## src/rtl/spi_frame_scheduler_pkg.sv

```systemverilog
// Shared types and constants for the SPI frame scheduler.
//   sched_state_t : scheduler FSM states
//   err_code_t    : error codes reported on last_err
//   HDR_*_DEF     : default header opcodes
//   sat_inc8      : saturating 8-bit increment for the error counter
package spi_frame_pkg;

   typedef enum logic [2:0] {
      IDLE    = 3'd0,
      HEADER  = 3'd1,
      PAYLOAD = 3'd2,
      TAIL    = 3'd3,
      DISCARD = 3'd4,
      PENDING = 3'd5,
      COMMIT  = 3'd6
   } sched_state_t;

   typedef enum logic [1:0] {
      ERR_BAD_HDR = 2'd0,
      ERR_SHORT   = 2'd1,
      ERR_LONG    = 2'd2,
      ERR_OVERRUN = 2'd3
   } err_code_t;

   localparam logic [7:0] HDR_FRAME_DEF = 8'hA5;
   localparam logic [7:0] HDR_CLEAR_DEF = 8'h5A;

   function automatic logic [7:0] sat_inc8(input logic [7:0] v);
      return (v == 8'hFF) ? v : v + 8'd1;
   endfunction

endpackage

```

## src/rtl/spi_frame_scheduler_if.sv

```systemverilog
// Bus bundle between the SPI byte receiver / state_manager side and the
// frame scheduler.
//   slave  : scheduler view (SPI/vsync/ack in, frame request + status out)
//   master : environment view (the opposite directions)
// Handshake: GAME_new_frame_ready is a request held high until frame_ack is
// sampled high while it is asserted; GAME_frame_data is stable throughout.
// spi_byte is qualified by the one-cycle strobe spi_byte_valid.
interface spi_frame_scheduler_if #(parameter int PAYLOAD_BYTES = 4) ();
   import spi_frame_pkg::*;

   logic                       ce;
   logic [7:0]                 spi_byte;
   logic                       spi_byte_valid;
   logic                       v_sync;
   logic                       frame_ack;
   logic                       GAME_new_frame_ready;
   logic [8*PAYLOAD_BYTES-1:0] GAME_frame_data;
   logic                       busy;
   logic [7:0]                 err_count;
   logic [1:0]                 last_err;
   sched_state_t               state_dbg;

   modport slave (
      input  ce, spi_byte, spi_byte_valid, v_sync, frame_ack,
      output GAME_new_frame_ready, GAME_frame_data, busy, err_count,
             last_err, state_dbg
   );

   modport master (
      output ce, spi_byte, spi_byte_valid, v_sync, frame_ack,
      input  GAME_new_frame_ready, GAME_frame_data, busy, err_count,
             last_err, state_dbg
   );

endinterface

```

## src/rtl/spi_frame_scheduler_sync_2ff.sv

```systemverilog
// Generic two-flop synchronizer.
//   clk, rst_n : clock and asynchronous active-low reset
//   d          : asynchronous input
//   q          : synchronized output (RESET_VAL while in reset)
module sync_2ff #(
   parameter logic RESET_VAL = 1'b0
) (
   input  logic clk,
   input  logic rst_n,
   input  logic d,
   output logic q
);

   logic meta_q, sync_q;

   always_ff @(posedge clk or negedge rst_n) begin
      if (!rst_n) begin
         meta_q <= RESET_VAL;
         sync_q <= RESET_VAL;
      end else begin
         meta_q <= d;
         sync_q <= meta_q;
      end
   end

   assign q = sync_q;

endmodule

```

## src/rtl/spi_frame_scheduler.sv

```systemverilog
// Assembles SPI bytes into a frame packet, validates it, and commits it to
// the state manager at the start of vertical sync via a request/ack.
//   VGA_clk, reset_n : sole clock, asynchronous active-low reset
//   bus (slave)      : ce/spi_byte/spi_byte_valid/v_sync/frame_ack in;
//                      GAME_new_frame_ready/GAME_frame_data/busy/
//                      err_count/last_err/state_dbg out
module spi_frame_scheduler
   import spi_frame_pkg::*;
#(
   parameter int         PAYLOAD_BYTES    = 4,
   parameter logic [7:0] HDR_FRAME        = HDR_FRAME_DEF,
   parameter logic [7:0] HDR_CLEAR        = HDR_CLEAR_DEF,
   parameter bit         VSYNC_ACTIVE_LOW = 1'b1
) (
   input  logic                  VGA_clk,
   input  logic                  reset_n,
   spi_frame_scheduler_if.slave  bus
);

   localparam int         DW       = 8 * PAYLOAD_BYTES;
   localparam logic [3:0] LAST_IDX = 4'(PAYLOAD_BYTES - 1);

   sched_state_t state_q, state_d, st_mid;
   logic [3:0]   cnt_q, cnt_d;
   logic [DW-1:0] shadow_q, shadow_d, data_q, data_d;
   logic         ready_q, ready_d;
   logic [7:0]   err_cnt_q, err_cnt_d;
   logic [1:0]   last_err_q, last_err_d;
   logic         ce_s, ce_prev_q, vs_act_q, vs_act_qq;
   logic [3:0]   err_vec;

   sync_2ff #(.RESET_VAL(1'b1)) u_ce_sync (
      .clk(VGA_clk), .rst_n(reset_n), .d(bus.ce), .q(ce_s)
   );

   wire ce_start = ce_prev_q & ~ce_s;
   wire ce_end   = ~ce_prev_q & ce_s;
   // The byte that arrives together with ce_end still belongs to the packet.
   wire byte_ok  = bus.spi_byte_valid & (~ce_s | ce_end);
   wire vs_act   = bus.v_sync ^ VSYNC_ACTIVE_LOW;
   wire vs_start = vs_act_q & ~vs_act_qq;

   always_comb begin
      state_d    = state_q;
      cnt_d      = cnt_q;
      shadow_d   = shadow_q;
      data_d     = data_q;
      ready_d    = ready_q;
      err_cnt_d  = err_cnt_q;
      last_err_d = last_err_q;
      err_vec    = 4'b0000;

      // Byte stage runs first; the ce_end stage then acts on its result.
      st_mid = state_q;
      if (byte_ok) begin
         case (state_q)
            HEADER: begin
               if (bus.spi_byte == HDR_FRAME) begin
                  st_mid = PAYLOAD;
               end else if (bus.spi_byte == HDR_CLEAR) begin
                  shadow_d = '0;
                  st_mid   = TAIL;
               end else begin
                  st_mid = DISCARD;
                  err_vec[ERR_BAD_HDR] = 1'b1;
               end
            end
            PAYLOAD: begin
               shadow_d[{cnt_q, 3'b000} +: 8] = bus.spi_byte;
               cnt_d = cnt_q + 4'd1;
               if (cnt_q == LAST_IDX) st_mid = TAIL;
            end
            TAIL: begin
               st_mid = DISCARD;
               err_vec[ERR_LONG] = 1'b1;
            end
            default: ;
         endcase
      end

      state_d = st_mid;
      if (ce_end) begin
         case (st_mid)
            HEADER:  state_d = IDLE;
            PAYLOAD: begin
               state_d = IDLE;
               err_vec[ERR_SHORT] = 1'b1;
            end
            TAIL:    state_d = PENDING;
            DISCARD: state_d = IDLE;
            default: ;
         endcase
      end

      case (state_q)
         IDLE: begin
            if (ce_start) begin
               state_d = HEADER;
               cnt_d   = 4'd0;
            end
         end
         PENDING: begin
            if (vs_start) begin
               state_d = COMMIT;
               data_d  = shadow_q;
               ready_d = 1'b1;
            end
            if (ce_start) err_vec[ERR_OVERRUN] = 1'b1;
         end
         COMMIT: begin
            if (bus.frame_ack) begin
               ready_d = 1'b0;
               state_d = ce_s ? IDLE : DISCARD;
            end
            if (ce_start) err_vec[ERR_OVERRUN] = 1'b1;
         end
         default: ;
      endcase

      if (err_vec != 4'b0000) begin
         err_cnt_d = sat_inc8(err_cnt_q);
         if (err_vec[3])      last_err_d = 2'd3;
         else if (err_vec[2]) last_err_d = 2'd2;
         else if (err_vec[1]) last_err_d = 2'd1;
         else                 last_err_d = 2'd0;
      end
   end

   always_ff @(posedge VGA_clk or negedge reset_n) begin
      if (!reset_n) begin
         state_q    <= IDLE;
         cnt_q      <= '0;
         shadow_q   <= '0;
         data_q     <= '0;
         ready_q    <= 1'b0;
         err_cnt_q  <= '0;
         last_err_q <= '0;
         ce_prev_q  <= 1'b1;
         vs_act_q   <= 1'b0;
         vs_act_qq  <= 1'b0;
      end else begin
         state_q    <= state_d;
         cnt_q      <= cnt_d;
         shadow_q   <= shadow_d;
         data_q     <= data_d;
         ready_q    <= ready_d;
         err_cnt_q  <= err_cnt_d;
         last_err_q <= last_err_d;
         ce_prev_q  <= ce_s;
         vs_act_q   <= vs_act;
         vs_act_qq  <= vs_act_q;
      end
   end

   assign bus.GAME_new_frame_ready = ready_q;
   assign bus.GAME_frame_data      = data_q;
   assign bus.busy                 = (state_q != IDLE);
   assign bus.err_count            = err_cnt_q;
   assign bus.last_err             = last_err_q;
   assign bus.state_dbg            = state_q;

endmodule
```

## src/flat_wrapper.sv

```systemverilog
// flat-port wrapper written by rule: the top's interface ports become plain ports
module spi_frame_scheduler_flat import spi_frame_pkg::*;
#(
   parameter int         PAYLOAD_BYTES    = 4,
   parameter logic [7:0] HDR_FRAME        = HDR_FRAME_DEF,
   parameter logic [7:0] HDR_CLEAR        = HDR_CLEAR_DEF,
   parameter bit         VSYNC_ACTIVE_LOW = 1'b1
)
  (VGA_clk, reset_n, bus_ce, bus_spi_byte, bus_spi_byte_valid, bus_v_sync, bus_frame_ack, bus_GAME_new_frame_ready, bus_GAME_frame_data, bus_busy, bus_err_count, bus_last_err, bus_state_dbg);
  spi_frame_scheduler_if #(.PAYLOAD_BYTES(PAYLOAD_BYTES)) bus_i ();
  input  logic VGA_clk;
  input  logic reset_n;
  input wire logic [$bits(bus_i.ce)-1:0] bus_ce;
  input wire logic [$bits(bus_i.spi_byte)-1:0] bus_spi_byte;
  input wire logic [$bits(bus_i.spi_byte_valid)-1:0] bus_spi_byte_valid;
  input wire logic [$bits(bus_i.v_sync)-1:0] bus_v_sync;
  input wire logic [$bits(bus_i.frame_ack)-1:0] bus_frame_ack;
  output wire logic [$bits(bus_i.GAME_new_frame_ready)-1:0] bus_GAME_new_frame_ready;
  output wire logic [$bits(bus_i.GAME_frame_data)-1:0] bus_GAME_frame_data;
  output wire logic [$bits(bus_i.busy)-1:0] bus_busy;
  output wire logic [$bits(bus_i.err_count)-1:0] bus_err_count;
  output wire logic [$bits(bus_i.last_err)-1:0] bus_last_err;
  output wire logic [$bits(bus_i.state_dbg)-1:0] bus_state_dbg;
  assign bus_i.ce = bus_ce;
  assign bus_i.spi_byte = bus_spi_byte;
  assign bus_i.spi_byte_valid = bus_spi_byte_valid;
  assign bus_i.v_sync = bus_v_sync;
  assign bus_i.frame_ack = bus_frame_ack;
  assign bus_GAME_new_frame_ready = bus_i.GAME_new_frame_ready;
  assign bus_GAME_frame_data = bus_i.GAME_frame_data;
  assign bus_busy = bus_i.busy;
  assign bus_err_count = bus_i.err_count;
  assign bus_last_err = bus_i.last_err;
  assign bus_state_dbg = bus_i.state_dbg;
  spi_frame_scheduler #(.PAYLOAD_BYTES(PAYLOAD_BYTES), .HDR_FRAME(HDR_FRAME), .HDR_CLEAR(HDR_CLEAR), .VSYNC_ACTIVE_LOW(VSYNC_ACTIVE_LOW)) u_core (.VGA_clk(VGA_clk), .reset_n(reset_n), .bus(bus_i));
endmodule
```

## config.mk

```make
export PLATFORM = sky130hd
export DESIGN_NAME = spi_frame_scheduler_flat
export DESIGN_NICKNAME = d
export VERILOG_FILES = /design/src/rtl/spi_frame_scheduler_pkg.sv /design/src/rtl/spi_frame_scheduler_if.sv /design/src/rtl/spi_frame_scheduler_sync_2ff.sv /design/src/rtl/spi_frame_scheduler.sv /design/src/flat_wrapper.sv
export SDC_FILE = /design/constraint.sdc
export NUM_CORES = 1
export LEC_CHECK = 0
export BUFFER_PORTS_ARGS = -buffer_cell sky130_fd_sc_hd__buf_4
export CAP_MARGIN = 0
export CORE_MARGIN = 3
export CORE_UTILIZATION = 35
export CTS_BUF_LIST = sky130_fd_sc_hd__clkbuf_2
export DETAILED_ROUTE_END_ITERATION = 6
export GPL_TIMING_DRIVEN = 0
export MAX_ROUTING_LAYER = met4
export PLACE_DENSITY = 0.51
export SYNTH_ARGS = -nofsm -noshare
export SYNTH_HDL_FRONTEND = slang
export SYNTH_SLANG_ARGS = --single-unit
```

## constraint.sdc

```tcl
create_clock -name VGA_clk -period 6.3 [get_ports VGA_clk]
set_input_delay 1.575 -clock VGA_clk [delete_from_list [all_inputs] [get_ports VGA_clk]]
set_output_delay 1.575 -clock VGA_clk [all_outputs]
set_load 0.01 [all_outputs]
```

### Word level (Yosys, flattened, before mapping)

Index checks and enable logic that the tools add are counted.
W data, S select, Z words.

* add/subtract/negate cells: 3
* equality and inequality tests: 17
* shifts and indexed selects: 2
* mux-type cells: 36
* bitwise logic cells: 10
* reductions and logical operators: 11

Operator list (number)
* $mux W32: 2
* $pmux W32 S2: 1
* $bwmux W32: 1
* $shift A8 B9 Y32 const A: 1
* $shiftx A8 B9 Y32: 1
* $mux W3: 9
* $pmux W3 S3: 2
* $eq A8 B8 Y1 const B: 2
* $mux W4: 4
* $mux W1: 13
* $eq A3 B2 Y1 const B: 4
* $eq A3 B3 Y1 const B: 3
* $neg A7 Y9: 1
* $add A8 B1 Y8 const B: 1
* $eq A8 B7 Y1 const B: 1
* $eq A3 B1 Y1 const B: 2
* $pmux W3 S2: 1
* $not A1 Y1: 5
* $add A4 B1 Y4 const B: 1
* $and A1 B1 Y1: 4
* $eq A4 B2 Y1 const B: 1
* $mux W2: 2
* $ne A2 B1 Y1 const B: 2
* $ne A2 B2 Y1 const B: 2
* other kinds (11): 13

* register bits: 87
* output and inout port bits: 47
* word-level logic and storage cells: 91

### Longest topological paths before layout

* word-level depth: 11
* mapped depth: 8

### Hierarchy

From an unflattened synthesis, not the netlist that was laid out.

* cell total of the unflattened synthesis: 336
* area total of the unflattened synthesis: 3772.4 µm²

By module, submodules not included
* spi_frame_scheduler: times used 1, cells an instance 334, area an instance 3719.8 µm²
* sync_2ff: times used 1, cells an instance 2, area an instance 52.6 µm²

### Worst setup path after synthesis

OpenSTA, ideal clock, no wires.

* path kind: input to register
* start point: input bus_spi_byte[2]
* end point: register u_core.err_cnt_q[7] (netlist: u_core.bus.err_count[7])
* arrival time: 3054 ps
* required time: 6175 ps
* path slack: 3121 ps
* cell stages on the path: 6
* buffers on the path: 0
* cells stage by stage: and4bb_1 nand2_2 a211o_1 a211oi_4 o2111ai_2 mux2_4

* cells in the longest elaborated chain, start to end: 10
* elaborated cells on any way between the ends: 15
* those cells by class: 3 x eq/ne; 10 x mux; 2 x reduce/logical

Ends and longest elaborated chain
* from (decl): line flat_wrapper.sv:14 `input wire logic [$bits(bus_i.spi_byte)-1:0] bus_spi_byte;`
* $eq A8 B7 Y1: line spi_frame_scheduler.sv:60 `end else if (bus.spi_byte == HDR_CLEAR) begin`
* $mux W3: line spi_frame_scheduler.sv:60
* $mux W3: line spi_frame_scheduler.sv:58 `if (bus.spi_byte == HDR_FRAME) begin`
* $pmux W3 S3: line spi_frame_scheduler.sv:56 `case (state_q)`
* $mux W3: line spi_frame_scheduler.sv:55 `if (byte_ok) begin`
* $eq A3 B2 Y1: line spi_frame_scheduler.sv:83 `case (st_mid)`
* $mux W1: line spi_frame_scheduler.sv:83
* $mux W1: line spi_frame_scheduler.sv:82 `if (ce_end) begin`
* $reduce_bool A4 Y1 *: line spi_frame_scheduler.sv:120 `if (err_vec != 4'b0000) begin`
* $reduce_and A2 Y1 (no source line) *
* to (signal assigned): line spi_frame_scheduler.sv:147 `err_cnt_q <= err_cnt_d;`
* to (decl): line spi_frame_scheduler.sv:27 `logic [7:0] err_cnt_q, err_cnt_d;`

Mark *: on every way between the ends. The rest lies on a longest branch, timed or not.
A chain may end at the register's enable or synchronous reset.

### Worst setup path in the final report

* start point: register u_core.state_q[0] (netlist: u_core.bus.state_dbg[0])
* end point: output bus_busy

* cells in the longest elaborated chain, start to end: 1

Ends and longest elaborated chain
* from (decl): line spi_frame_scheduler.sv:23 `sched_state_t state_q, state_d, st_mid;`
* from (signal assigned): line spi_frame_scheduler.sv:142 `state_q <= state_d;`
* $reduce_bool A3 Y1: line spi_frame_scheduler.sv:157 `assign bus.busy = (state_q != IDLE);`
* to (decl): line flat_wrapper.sv:20 `output wire logic [$bits(bus_i.busy)-1:0] bus_busy;`

No other way between the ends.

==> flow_metrics.py <==
metrics = {
    "drt": {
        "postRouteAntennaNets": 0,
        "detail_route.wl_per_cell_microns": 16.0,
        "vias": 2692,
        "drt_iter0_drc": 109,
        "drt_wl_total_microns": 8450,
        "vias_per_cell": 5.10,
        "first_pass_iters": 4,
        "drc": 0,
    },
    "global_route": {
        "grt_use_met1_pct": 20.5,
        "grt_pass1_wl_microns": 14300,
        "grt_max_degree": 88,
        "first_global_vias": 2726,
        "busiest_layer": "met2",
        "grtUsageMet3_pct": 2.79,
        "grt_usage_pct": 14.7,
        "antenna_found_initial": 0,
        "grt.overflow.total": 0,
        "grt_use_met2_pct": 22.0,
    },
    "sta": {
        "tightest_slew_ns": 1.09,
        "timing.fmax_mhz": 303,
        "skew_ns": 0.0643,
        "setup_violations": 0,
        "finalHoldViolCount": 0,
        "rsz0062_at_grt": "false",
        "finalSetupTns_ns": 0,
        "period_minus_slack_ns": 3.31,
        "min_period_over_period_pct": 52.5,
        "relSlewSlack_pct": 27.6,
        "drv_slew": 0,
    },
    "worst_hold_path": {
        "hp-start": "u_core.u_ce_sync.meta_q",
        "hold_path.class": "reg -> reg",
    },
    "clock_network": {
        "numCtsBuffers": 9,
        "cts_resized": 0,
        "clk_pin_slew_ns": 0.24,
        "hold_buffers": 0,
        "htreeDepth": 3,
        "cts_setup_buffers": 0,
        "cts-root-buf": "clkbuf_2",
        "insertion_delay_ns": 0.54,
        "cts.sinks": 87,
        "tritoncts": "yes",
        "clockBufferDepth": 2,
    },
    "synth": {
        "async_flop_share_pct": 100,
        "synth_edf_count": 0,
        "synth_warnings": 0,
        "synth_area_leaders": "dfrtp_1 55%, mux2_2 8.6%, a22o_1 4.8%",
        "synth_mux_area_share_pct": 11.0,
        "syn-num-nets": 334,
        "syn_area_sq_mm": 0.00382,
        "synth_most_common_cell": "dfrtp_1",
        "yosys.area_share.simple_pct": 12.8,
        "ys_seq_area_share_pct": 57.1,
        "synth_top_family_by_area": "compound AO/OA/AOI/OAI gates",
        "ys_ff_latch": 87,
        "synth_common_cells": "84 x dfrtp_1, 36 x nand2_1, 29 x mux2_2",
        "synth_xor_area_share_pct": 0.918,
        "synth_ff_type": "dfrtp_1",
        "synthCells": 317,
        "syn_avg_cell_area_sq_um": 12.0,
        "synth_fa_ha_area_share_pct": 0.983,
        "synth_cell_types": 47,
        "synth_compound_area_share_pct": 15.0,
        "yosys.area.top_type": "dfrtp_1",
        "yosysTopAreaCellShare_pct": 55.1,
    },
    "final_layout": {
        "seqCellArea_sq_mm": 0.00218,
        "multiInputGateArea_sq_mm": 0.00156,
        "diodes": 0,
        "final_area_sq_mm": 0.00458,
        "fin_cells": 528,
        "nets": 405,
        "area_growth_pct": 19.9,
        "nFillCells": 1038,
        "layout-drive-gt1-share_pct": 31.6,
    },
    "power_and_ir_drop": {
        "irDropWorstVdd_uv": 122,
        "totalPowerFinal_mw": 1.13,
        "p_int_mw": 0.821,
        "clock_power_share_pct": 29.1,
        "switching_share_pct": 27.6,
        "comb_power_share_pct": 14.6,
        "power_switching_mw": 0.313,
        "p_per_area_mw_per_mm2": 248,
        "seq_power_share_pct": 56.4,
        "p_leak_nw": 2.20,
    },
    "place": {
        "gp_congestion": 0.792,
        "dp_hpwl_microns": 5800,
        "dp_cells": 513,
        "io_buffer_count": 60,
        "dpl_cell_area_sq_mm": 0.00444,
    },
    "setup_path": {
        "cp.arrival_ns": 1.73,
        "critPathLaunchType": "register",
        "crit_start": "u_core.bus.state_dbg[0]",
        "crit_fanout": 10,
        "path_class": "reg -> out",
        "r2r_start": "u_core.cnt_q[0]",
        "critPathCaptureType": "output pin",
        "required_ns": 4.72,
    },
    "status": {
        "status": "completed",
    },
    "floorplan": {
        "die_area_sq_mm": 0.0122,
        "coreArea_sq_mm": 0.0105,
        "die_x_microns": 110,
        "start_util_pct": 36.5,
        "io_pins": 61,
        "die_h_microns": 110,
        "rows": 37,
    },
    "run": {
        "max-cap-violations": 0,
    },
}
metrics by stage:
step | setup slack [ns] | hold WS [ns] | utilization, %
CTS | 2.93 | 0.380 | 43.7
detailed placement | 2.77 | 0.352 | 42.4
global route | 2.85 | 0.384 | 43.7
floorplan | 3.12 | 0.345 | -
finish | 2.99 | 0.379 | 43.7
global placement | 2.78 | 0.347 | 42.4
cell type report:
cell class                      instances  area share, %
Sequential cell                        87           47.7
Multi-Input combinational cell        209           34.0
Timing Repair Buffer                   60           9.84
Tap cell                              136           3.72
Clock inverter                          6           2.02
Inverter                               13           1.07
Clock buffer                            9          0.984
Buffer                                  8          0.684
registers in the layout (all words and copies together) (netlist names), 2 cells and up:
name and cells:
u_core.bus.GAME_frame_data 32, u_core.shadow_q 32, u_core.bus.last_err 2, u_core.bus.state_dbg 3
u_core.cnt_q 4, u_core.bus.err_count 8
routing by layer:
layer / vias up / wire (microns)
met2: 44 / 3890
li1: 1293 / -
met3: 9 / 249
met1: 1346 / 4210
met5: - / 0
met4: 0 / 102
worst max-delay path, stage by stage (launching register included):
cell      delay (ns)
dfrtp_1         0.43
clkbuf_1        0.21
or3_1           0.42
buf_4           0.16
power by group through the flow:
stage / logic (mW) / registers (mW) / clock network, mW
2_1_floorplan: 0.0763 / 0.654 / 0
3_3_place_gp: 0.168 / 0.648 / 0
3_5_place_dp: 0.169 / 0.650 / 0
4_1_cts: 0.169 / 0.640 / 0.343
5_1_grt: 0.187 / 0.646 / 0.366
6_report: 0.165 / 0.639 / 0.329
cell usage in the layout, fill, tap and decap left out, types with 3 or more instances in the layout:
cell and instances:
a21o_1 3, a21oi_1 13, a22o_1 21, a22o_2 3, and3_1 6, and4bb_1 4
buf_4 60, clkbuf_1 7, clkbuf_2 9, dfrtp_1 84, dfstp_2 3, ha_1 3
inv_1 13, mux2_2 29, mux2i_1 8, nand2_1 36, nand2b_1 6, nand3_1 7
nor2_1 11, nor2b_1 5, o211ai_1 3, o21ai_0 12, o21ai_1 4, o21bai_1 3
xnor2_1 3
worst paths after layout:
kind / slack [ns] / depth (start not counted) / to
worst min-delay path: 0.38 / 0 / u_core.u_ce_sync.q
worst min register to register: 0.38 / 0 / u_core.u_ce_sync.q
min in group asynchronous: 1.19 / 1 / u_core.bus.err_count[2]
worst max-delay path: 2.99 / 3 / bus_busy
worst max register to register: 3.80 / 8 / u_core.shadow_q[8]
max in group asynchronous: 4.39 / 1 / u_core.vs_act_qq
cell families after synthesis:
| kind of cell | after synthesis |
|---|---|
| flops | 87 |
| simple gates | 88 |
| xor+xnor | 4 |
| fa+ha+maj | 3 |
| compound gates | 76 |
| buf+inv | 21 |
| mux | 38 |
No activity file was read; power rests on OpenSTA's default activity.
